### src/rtl/led_multi_ctrl.sv
// Multi-channel LED controller: per-channel OFF/ON/BLINK/BTN modes, blink dividers,
// debounced active-low buttons and a single-cycle config write port.
module led_multi_ctrl #(
   parameter int unsigned N_CH       = 4,
   parameter int unsigned CNT_W      = 28,
   parameter int unsigned RST_HALF   = 13_500_000,
   parameter int unsigned RST_MODE   = 2,
   parameter int unsigned DEB_CYCLES = 270_000,
   parameter int unsigned DEB_W      = 20
) (
   input  logic             clk,
   input  logic             rst,
   input  logic [N_CH-1:0]  btn_n,
   input  logic             cfg_we,
   input  logic [3:0]       cfg_ch,
   input  logic [1:0]       cfg_mode,
   input  logic [CNT_W-1:0] cfg_half,
   output logic [N_CH-1:0]  led,
   output logic [N_CH-1:0]  btn_state,
   output logic [N_CH-1:0]  btn_press
);

   typedef enum logic [1:0] {
      MODE_OFF   = 2'd0,
      MODE_ON    = 2'd1,
      MODE_BLINK = 2'd2,
      MODE_BTN   = 2'd3
   } mode_t;

   localparam mode_t            RST_M    = mode_t'(2'(RST_MODE));
   localparam logic [CNT_W-1:0] RST_H    = CNT_W'(RST_HALF);
   localparam logic [CNT_W-1:0] CNT_ONE  = CNT_W'(1);
   localparam logic [DEB_W-1:0] DEB_LAST = DEB_W'(DEB_CYCLES - 1);
   localparam logic [DEB_W-1:0] DEB_ONE  = DEB_W'(1);

   genvar g;
   for (g = 0; g < N_CH; g++) begin : g_ch
      mode_t            mode_q;
      logic [CNT_W-1:0] half_q;
      logic [CNT_W-1:0] cnt_q;
      logic [CNT_W-1:0] cnt_d;
      logic             phase_q;
      logic             phase_d;
      logic             led_q;
      logic             led_d;
      logic             sync1_q;
      logic             sync2_q;
      logic             stable_q;
      logic             press_q;
      logic [DEB_W-1:0] deb_q;
      logic             wr;
      logic             pressed;

      // Indices >= N_CH never match any generated channel, so they are ignored.
      assign wr      = cfg_we && (cfg_ch == 4'(g));
      assign pressed = ~sync2_q;

      // A config write takes priority over a coincident terminal count.
      always_comb begin
         cnt_d   = cnt_q;
         phase_d = phase_q;
         if (wr) begin
            cnt_d   = '0;
            phase_d = 1'b0;
         end else if (mode_q != MODE_BLINK || half_q == '0) begin
            cnt_d   = '0;
            phase_d = 1'b0;
         end else if (cnt_q == half_q - CNT_ONE) begin
            cnt_d   = '0;
            phase_d = ~phase_q;
         end else begin
            cnt_d = cnt_q + CNT_ONE;
         end
      end

      // Blink drives the LED from the phase being registered this edge.
      always_comb begin
         led_d = 1'b0;
         unique case (mode_q)
            MODE_OFF:   led_d = 1'b0;
            MODE_ON:    led_d = 1'b1;
            MODE_BLINK: led_d = phase_d;
            MODE_BTN:   led_d = stable_q;
            default:    led_d = 1'b0;
         endcase
      end

      always_ff @(posedge clk or negedge rst) begin
         if (!rst) begin
            mode_q  <= RST_M;
            half_q  <= RST_H;
            cnt_q   <= '0;
            phase_q <= 1'b0;
            led_q   <= 1'b0;
         end else begin
            if (wr) begin
               mode_q <= mode_t'(cfg_mode);
               half_q <= cfg_half;
            end
            cnt_q   <= cnt_d;
            phase_q <= phase_d;
            led_q   <= led_d;
         end
      end

      always_ff @(posedge clk or negedge rst) begin
         if (!rst) begin
            sync1_q  <= 1'b1;
            sync2_q  <= 1'b1;
            stable_q <= 1'b0;
            press_q  <= 1'b0;
            deb_q    <= '0;
         end else begin
            sync1_q <= btn_n[g];
            sync2_q <= sync1_q;
            press_q <= 1'b0;
            if (pressed == stable_q) begin
               deb_q <= '0;
            end else if (deb_q == DEB_LAST) begin
               stable_q <= pressed;
               press_q  <= pressed;
               deb_q    <= '0;
            end else begin
               deb_q <= deb_q + DEB_ONE;
            end
         end
      end

      assign led[g]       = led_q;
      assign btn_state[g] = stable_q;
      assign btn_press[g] = press_q;
   end

endmodule
### config.mk
export PLATFORM = sky130hd
export DESIGN_NAME = led_multi_ctrl
export DESIGN_NICKNAME = d
export VERILOG_FILES = /design/src/rtl/led_multi_ctrl.sv
export SDC_FILE = /design/constraint.sdc
export NUM_CORES = 1
export LEC_CHECK = 0
export CORE_MARGIN = 2
export CORE_UTILIZATION = 45
export CTS_BUF_LIST = sky130_fd_sc_hd__clkbuf_8
export DETAILED_ROUTE_END_ITERATION = 8
export PLACE_DENSITY = 0.67
export SKIP_LAST_GASP = 1
export SYNTH_ARGS = -nofsm -noshare
export SYNTH_HDL_FRONTEND = slang
export SYNTH_SLANG_ARGS = --single-unit
### constraint.sdc
create_clock -name clk -period 7.6 [get_ports clk]
set_clock_uncertainty 0.15 [all_clocks]
set_input_delay 1.9 -clock clk [delete_from_list [all_inputs] [get_ports clk]]
set_output_delay 1.9 -clock clk [all_outputs]
set_load 0.01 [all_outputs]
==> results of run 1 <==
-- per-stage QoR --
stage | power [uW] | utilization [%] | setup WS [ps] | cells | instance area [um^2]
after detailed placement | 3240 | 47.8 | 2750 | 2432 | 19600
after floorplan | 2950 | - | 3780 | 1927 | 18700
after global placement | 3210 | 47.8 | 2830 | 2432 | 19600
after CTS | 5240 | 51.3 | 3100 | 2540 | 21000
final | 5190 | 51.3 | 3100 | 2540 | 21000
after global routing | 5480 | 51.3 | 2740 | 2540 | 21000
-- area by class of cell --
| class | count | area [um^2] |
|---|---|---|
| Clock buffer | 79 | 1090 |
| Clock inverter | 29 | 340 |
| Fill cell | 3639 | 19900 |
| Inverter | 45 | 169 |
| Multi-Input combinational cell | 1460 | 9640 |
| Sequential cell | 336 | 8490 |
| Tap cell | 532 | 666 |
| Timing Repair Buffer | 59 | 591 |
-- logic make-up after synthesis --
logic type	count (synthesis)	synth area share (%)
DFF	336	45.4
muxes	122	7.27
adders and majority gates	12	0.803
buffers and inverters	131	3.14
and+or+nand+nor	871	23.9
xor gates and xnor gates	297	13.9
AOI/OAI and AO/OA	158	5.56
-- layout by cell type, fill, tap and decap left out, types with 13 or more instances in the layout --
cell and instances:
sky130_fd_sc_hd__nor3_1 80, sky130_fd_sc_hd__or4_1 28, sky130_fd_sc_hd__nor2_1 267, sky130_fd_sc_hd__nand2_1 111, sky130_fd_sc_hd__xnor2_1 150, sky130_fd_sc_hd__or3_1 23, sky130_fd_sc_hd__dfstp_2 68, sky130_fd_sc_hd__nor4_1 49
sky130_fd_sc_hd__xor2_1 147, sky130_fd_sc_hd__inv_1 53, sky130_fd_sc_hd__nor4b_1 13, sky130_fd_sc_hd__clkbuf_8 79, sky130_fd_sc_hd__clkdlybuf4s50_1 51, sky130_fd_sc_hd__dfrtp_1 268, sky130_fd_sc_hd__nand3_1 100, sky130_fd_sc_hd__nand2b_1 19
sky130_fd_sc_hd__nand4_1 50, sky130_fd_sc_hd__o21ai_0 53, sky130_fd_sc_hd__and3_1 48, sky130_fd_sc_hd__nand3b_1 13, sky130_fd_sc_hd__a21oi_1 27, sky130_fd_sc_hd__mux2_2 111
-- power by group --
group | switching (uW) | internal, uW | leakage (uW) | total [uW]
sequential | 286 | 2020 | 0.00434 | 2310
combinational | 491 | 424 | 0.00326 | 915
clock | 772 | 1200 | 0.000767 | 1970
total | 1550 | 3650 | 0.00836 | 5190
-- routing by layer --
metal | routed length (um) | up-vias | global-route usage (%)
met1 | 19900 | 7069 | 27.4
met4 | 1030 | 0 | 5.82
met3 | 1850 | 73 | 3.84
met5 | 0 | - | 0
met2 | 21200 | 301 | 34.7
li1 | - | 6826 | -
-- path summary, 6_finish.rpt --
path	cells after the start	slack [ps]	end	start
worst max-delay path	8	3100	g_ch[1].cnt_q[27]	g_ch[1].half_q[3]
worst min-delay path	0	200	g_ch[0].sync2_q	g_ch[0].sync1_q
worst max register to register	8	3100	g_ch[1].cnt_q[27]	g_ch[1].half_q[3]
worst min register to register	0	200	g_ch[0].sync2_q	g_ch[0].sync1_q
max in group asynchronous	2	4580	g_ch[0].cnt_q[23]	rst
min in group asynchronous	1	1140	g_ch[3].cnt_q[2]	rst
-- sequential cells by signal, summed over array words and instances (netlist names) --
name and count:
g_ch.cnt_q 112, g_ch.deb_q 80, g_ch.half_q 112, g_ch.led_q 4, g_ch.mode_q 8, g_ch.phase_q 4
g_ch.press_q 4, g_ch.stable_q 4, g_ch.sync1_q 4, g_ch.sync2_q 4
-- worst reg2reg max path, delay by kind of cell (launching register included) --
family,cells,cell delay (ps)
simple gates,6,3240
flops,1,470
compound gates,1,310
xor+xnor,1,160
==> impl_metrics.tcl, run 1 <==
set metrics [dict create \
    cts_made_buffers 57 \
    setup_viol 0 \
    worst_skew_pair.late_latency_ps 640 \
    critical_path_peak_fanout 28 \
    cts-resized-gates 0 \
    layout-drive-gt1-share_pct 15.5 \
    synth-async-reset-ratio_pct 100 \
    area.growth.synth_to_final_pct 12.2 \
    synth.distinct_cells 74 \
    insertedDiodeCount 0 \
    synth_area_leader_cell "sky130_fd_sc_hd__dfrtp_1" \
    start_util_pct 45.7 \
    timing.critical_path.from_type "register" \
    timing.critical_path.required_ps 7920 \
    min_path_type "register to register" \
    cpMaxStageDelayCell "sky130_fd_sc_hd__nor4_1" \
    tritoncts "built" \
    synth-seq-cells 336 \
    global_placement_routability_congestion 0.896 \
    io_buffer_count 52 \
    worst-slew-pin-transition_ps 1210 \
    fin_setup_tns_ps 0 \
    netlist.area_leader.share_pct 35.9 \
    placeableCoreArea_um2 40900 \
    avgViaCountPerCell 5.62 \
    rsz0062_at_grt "false" \
    cts.sinks 336 \
    share_of_synthesized_area_occupied_by_flip_flops_and_latches_pct 45.4 \
    clkSlewWorstSetupHoldPaths_ps 60 \
    grt_ovf 0 \
    root_buffer "sky130_fd_sc_hd__clkbuf_8" \
    drt_first_iter_violations 985 \
    hold_viol 0 \
    cts_htree_levels 2 \
    synthesis.nets 1980 \
    power.density_nw_per_um2 248 \
    synth_top_cells_by_count "sky130_fd_sc_hd__dfrtp_1 (268), sky130_fd_sc_hd__nor2_1 (267), sky130_fd_sc_hd__xnor2_1 (150), sky130_fd_sc_hd__xor2_1 (147)" \
    max_stage_delay_ps 880 \
    cts_hold_buf 0 \
    postRouteWirelength_mm 44.1 \
    route.detailed.drc 0 \
    crit_arrival_ps 4820 \
    pin_count 53 \
    critical_path_class "register to register" \
    nets 2012 \
    total_number_of_vias 14269 \
    clock_tree.buffer_depth 3 \
    hpwl_mm 30.7 \
    overall_global_routing_resource_usage_pct 20.7 \
    holdWs_ps 204 \
    ant_nets 0 \
    synthesis.yosys.warnings 0 \
    grt_antenna_before_repair 0 \
    achievable-frequency_mhz 222 \
    synth_top_cells_by_area "sky130_fd_sc_hd__dfrtp_1 (36%), sky130_fd_sc_hd__dfstp_2 (9.6%), sky130_fd_sc_hd__xnor2_1 (7.0%)" \
    grt_pass1_vias 14201 \
    grt_pass1_wl_mm 73.4 \
    detail_route.wl_per_cell_um 17.3 \
    synth_enable_flop_cells 0 \
    final_count_of_pins_violating_max_slew 0 \
    floorplan.die_area_um2 43200 \
    critical_path.cell_chain "nor4_1 -> nand4_1 -> nor2_1 -> xnor2_1 -> a311o_1 -> nor4_1 -> nand2b_1 -> nor2_1" \
    critPathCaptureType "register" \
    timing.final.crit_share_pct 59.1 \
    floorplan_die_height_um 208 \
    most_repeated_cell_in_the_gate_level_netlist_after_synthesis "sky130_fd_sc_hd__dfrtp_1" \
    largest_net_degree_at_the_start_of_global_routing 146 \
    timing.critical_path.max_delay_family "simple AND/OR/NAND/NOR gates" \
    slew_headroom_pct 19.1 \
    rows 74 \
    syn-mean-instance-area_um2 9.71 \
    static-leakage-power_uw 0.00836 \
    postSynth.topFlopCell "sky130_fd_sc_hd__dfrtp_1" \
    die_w_um 208 \
    status "complete, no violations" \
    synthesis.instances 1927 \
    final_period_minus_worst_setup_slack_ps 4500 \
    maxCapViolCount 0 \
    number_of_buffers_inserted_to_repair_setup_after_cts 0 \
    worst_vdd_ir_uv 117 \
    drt_first_pass_iters 7 \
    synth.cell_area_um2 18700 \
    cp.buffers_inverters 0 \
]
Note: power is estimated with default switching activity, not from simulation.
==> run 2, diff against run 1 <==
--- a/config.mk
+++ b/config.mk
@@ -9,7 +9,7 @@
 export CORE_UTILIZATION = 45
 export CTS_BUF_LIST = sky130_fd_sc_hd__clkbuf_8
 export DETAILED_ROUTE_END_ITERATION = 8
-export PLACE_DENSITY = 0.67
+export PLACE_DENSITY = 0.7
 export SKIP_LAST_GASP = 1
 export SYNTH_ARGS = -nofsm -noshare
 export SYNTH_HDL_FRONTEND = slang
==> constraint.sdc (replaced) <==
create_clock -name clk -period 4 [get_ports clk]
set_clock_uncertainty 0.15 [all_clocks]
set_input_delay 1 -clock clk [delete_from_list [all_inputs] [get_ports clk]]
set_output_delay 1 -clock clk [all_outputs]
set_load 0.01 [all_outputs]
==> run 2 against run 1 <==
Against the previous run:
- utilization fell by 0.067 points
- worst hold slack worse by 71 ps
- combinational power increased by 100%
- count of clock-buffer cells in the layout is 9 lower
- flip-flop and latch count unchanged
- total power increased by 77%
- cell count increased by 0.94%
- via count increased by 0.49%
- clock power increased by 52%
- fmax is 20% higher
- die area unchanged
- global-route usage up 0.35 points
- largest cell class unchanged
- highest routed layer unchanged
==> impl_metrics.tcl, run 2 (synthesized netlist as in run 1, its figures left out) <==
set metrics [dict create \
    status "complete, no violations" \
    insertedDiodeCount 0 \
    final_critical_path_setup_slack_ps 250 \
    area.growth.synth_to_final_pct 12.0 \
    worst-slew-pin-transition_ps 672 \
    start_util_pct 45.7 \
    critical_path.startpoint "g_ch[0].half_q[0]" \
    met2RoutedLength_mm 21.7 \
    final_period_minus_worst_setup_slack_ps 3750 \
    io_buffer_count 52 \
    final_common_cell "sky130_fd_sc_hd__dfrtp_1" \
    die_w_um 208 \
    ant_nets 0 \
    min_path_type "input pin to asynchronous set/reset pin" \
    rsz0062_at_grt "false" \
    clock_tree.buffer_depth 3 \
    cts_htree_levels 2 \
    r2r_start "g_ch[0].half_q[0]" \
    floorplan_die_height_um 208 \
    layout-drive-gt1-share_pct 15.5 \
    timing.critical_path.required_ps 4360 \
    timing.final.crit_share_pct 93.8 \
    number_of_buffers_inserted_to_repair_setup_after_cts 0 \
    postRouteWirelength_mm 44.9 \
    met3RoutedLength_mm 1.90 \
    global_placement_routability_congestion 0.908 \
    cpMaxStageDelayCell "sky130_fd_sc_hd__or4b_1" \
    timing.critical_path.from_type "register" \
    drt_first_iter_violations 1136 \
    hpwl_mm 31.6 \
    setup_viol 0 \
    tritoncts "built" \
    avgViaCountPerCell 5.59 \
    routedLengthMet1_mm 20.1 \
    critical_path.cell_chain "inv_1 -> ha_1 -> or4b_1 -> or3_1 -> or3_1 -> a221oi_1 -> nand4_1 -> a2111oi_2 -> or2_1 -> buf_12 -> nor2_1" \
    largest_net_degree_at_the_start_of_global_routing 87 \
    drt_first_pass_iters 5 \
    post_dp_cell_area_um2 19800 \
    root_buffer "sky130_fd_sc_hd__clkbuf_8" \
    overall_global_routing_resource_usage_pct 21.0 \
    route.detailed.drc 0 \
    cts_hold_buf 0 \
    worst_vdd_ir_uv 230 \
    pin_count 53 \
    maxCapViolCount 0 \
    grt_antenna_before_repair 1 \
    layout.cells.most_common_list "sky130_fd_sc_hd__dfrtp_1 (268), sky130_fd_sc_hd__nor2_1 (267), sky130_fd_sc_hd__xnor2_1 (150)" \
    detail_route.wl_per_cell_um 17.5 \
    cts-resized-gates 0 \
    critical_path_class "register to register" \
    nets 2036 \
    cts_made_buffers 58 \
    largestRegisters "g_ch.cnt_q (112), g_ch.half_q (112), g_ch.deb_q (80)" \
    cts.sinks 336 \
    max_stage_delay_ps 590 \
    hold_viol 0 \
    slew_headroom_pct 54.8 \
    dp_worst_slack_ps 278 \
    achievable-frequency_mhz 267 \
    critical_path.reg2reg.endpoint "g_ch[0].cnt_q[5]" \
    top_layer "met4" \
    path_common_cell "sky130_fd_sc_hd__or3_1" \
    final_count_of_pins_violating_max_slew 0 \
    floorplan.die_area_um2 43200 \
    worst_r2r_path_depth 11 \
    post-route-cell-area_um2 21000 \
    r2r_slack_ps 250 \
    grt_pass1_wl_mm 74.9 \
    static-leakage-power_uw 0.00844 \
    grt_pass1_vias 14414 \
    clkSlewWorstSetupHoldPaths_ps 60 \
    setup.worst_path.end "g_ch[0].cnt_q[5]" \
    critical_path_peak_fanout 28 \
    rows 74 \
    total_number_of_vias 14339 \
    placeableCoreArea_um2 40900 \
    worst_skew_pair.late_latency_ps 640 \
    critPathCaptureType "register" \
    power.density_nw_per_um2 439 \
    grt_ovf 0 \
    fin_setup_tns_ps 0 \
    crit_arrival_ps 4110 \
]
[run 2: changes by cell type in the layout (fill, tap and decap cells not counted), moves of 4 or more]
cell                        previous run  this run
sky130_fd_sc_hd__bufinv_16             8         0
sky130_fd_sc_hd__inv_1                53        76
sky130_fd_sc_hd__clkbuf_8             79        70
sky130_fd_sc_hd__buf_4                 6        22
sky130_fd_sc_hd__buf_12                1         8
sky130_fd_sc_hd__clkinv_2             11         7
[run 2: worst max-delay path, delay by kind of cell, from the launching register on]
family | cells | cell delay (ps)
compound gates | 2 | 640
flops | 1 | 410
simple gates | 6 | 1880
fa+ha+maj | 1 | 240
buf+inv | 2 | 300
[run 2: per-stage QoR]
step | hold WS [ps] | instances | utilization, % | total power, uW
global route | 154 | 2564 | 51.2 | 9730
global placement | 196 | 2455 | 48.4 | 6170
CTS | 105 | 2564 | 51.2 | 9290
detailed placement | 197 | 2455 | 48.4 | 6230
finish | 133 | 2564 | 51.2 | 9190
floorplan | 195 | 1927 | - | 5610
[run 2: where the power goes]
| group | leakage [uW] | switching (uW) | internal, uW |
|---|---|---|---|
| clock | 0.000696 | 1410 | 1580 |
| combinational | 0.00340 | 965 | 866 |
| sequential | 0.00434 | 531 | 3850 |
| total | 0.00844 | 2910 | 6290 |
[run 2: worst min-delay path by stage]
stage,startpoint,to,slack (ps),cells past startpoint
after floorplan,g_ch[0].sync1_q,g_ch[0].sync2_q,200,0
after global placement,g_ch[2].sync1_q,g_ch[2].sync2_q,200,0
after detailed placement,g_ch[3].sync1_q,g_ch[3].sync2_q,200,0
after CTS,rst,g_ch[3].cnt_q[11],110,1
after global routing,rst,g_ch[3].cnt_q[5],150,1
final,rst,g_ch[3].cnt_q[5],130,1
[run 2: layout make-up]
cell class	count	area [um^2]
flip-flops and latches	336	8490
multi-input cells	1460	9650
inverters	45	169
fillers	3709	20000
clock inverters	39	159
repair buffers	82	851
clock buffers	70	963
well taps	532	666
[run 2: per-layer routing]
| metal | global-route usage [%] | vias to the layer above |
|---|---|---|
| met5 | 0 | - |
| met4 | 6.87 | 0 |
| met3 | 3.42 | 77 |
| met2 | 35.6 | 285 |
| met1 | 27.5 | 7113 |
| li1 | - | 6864 |
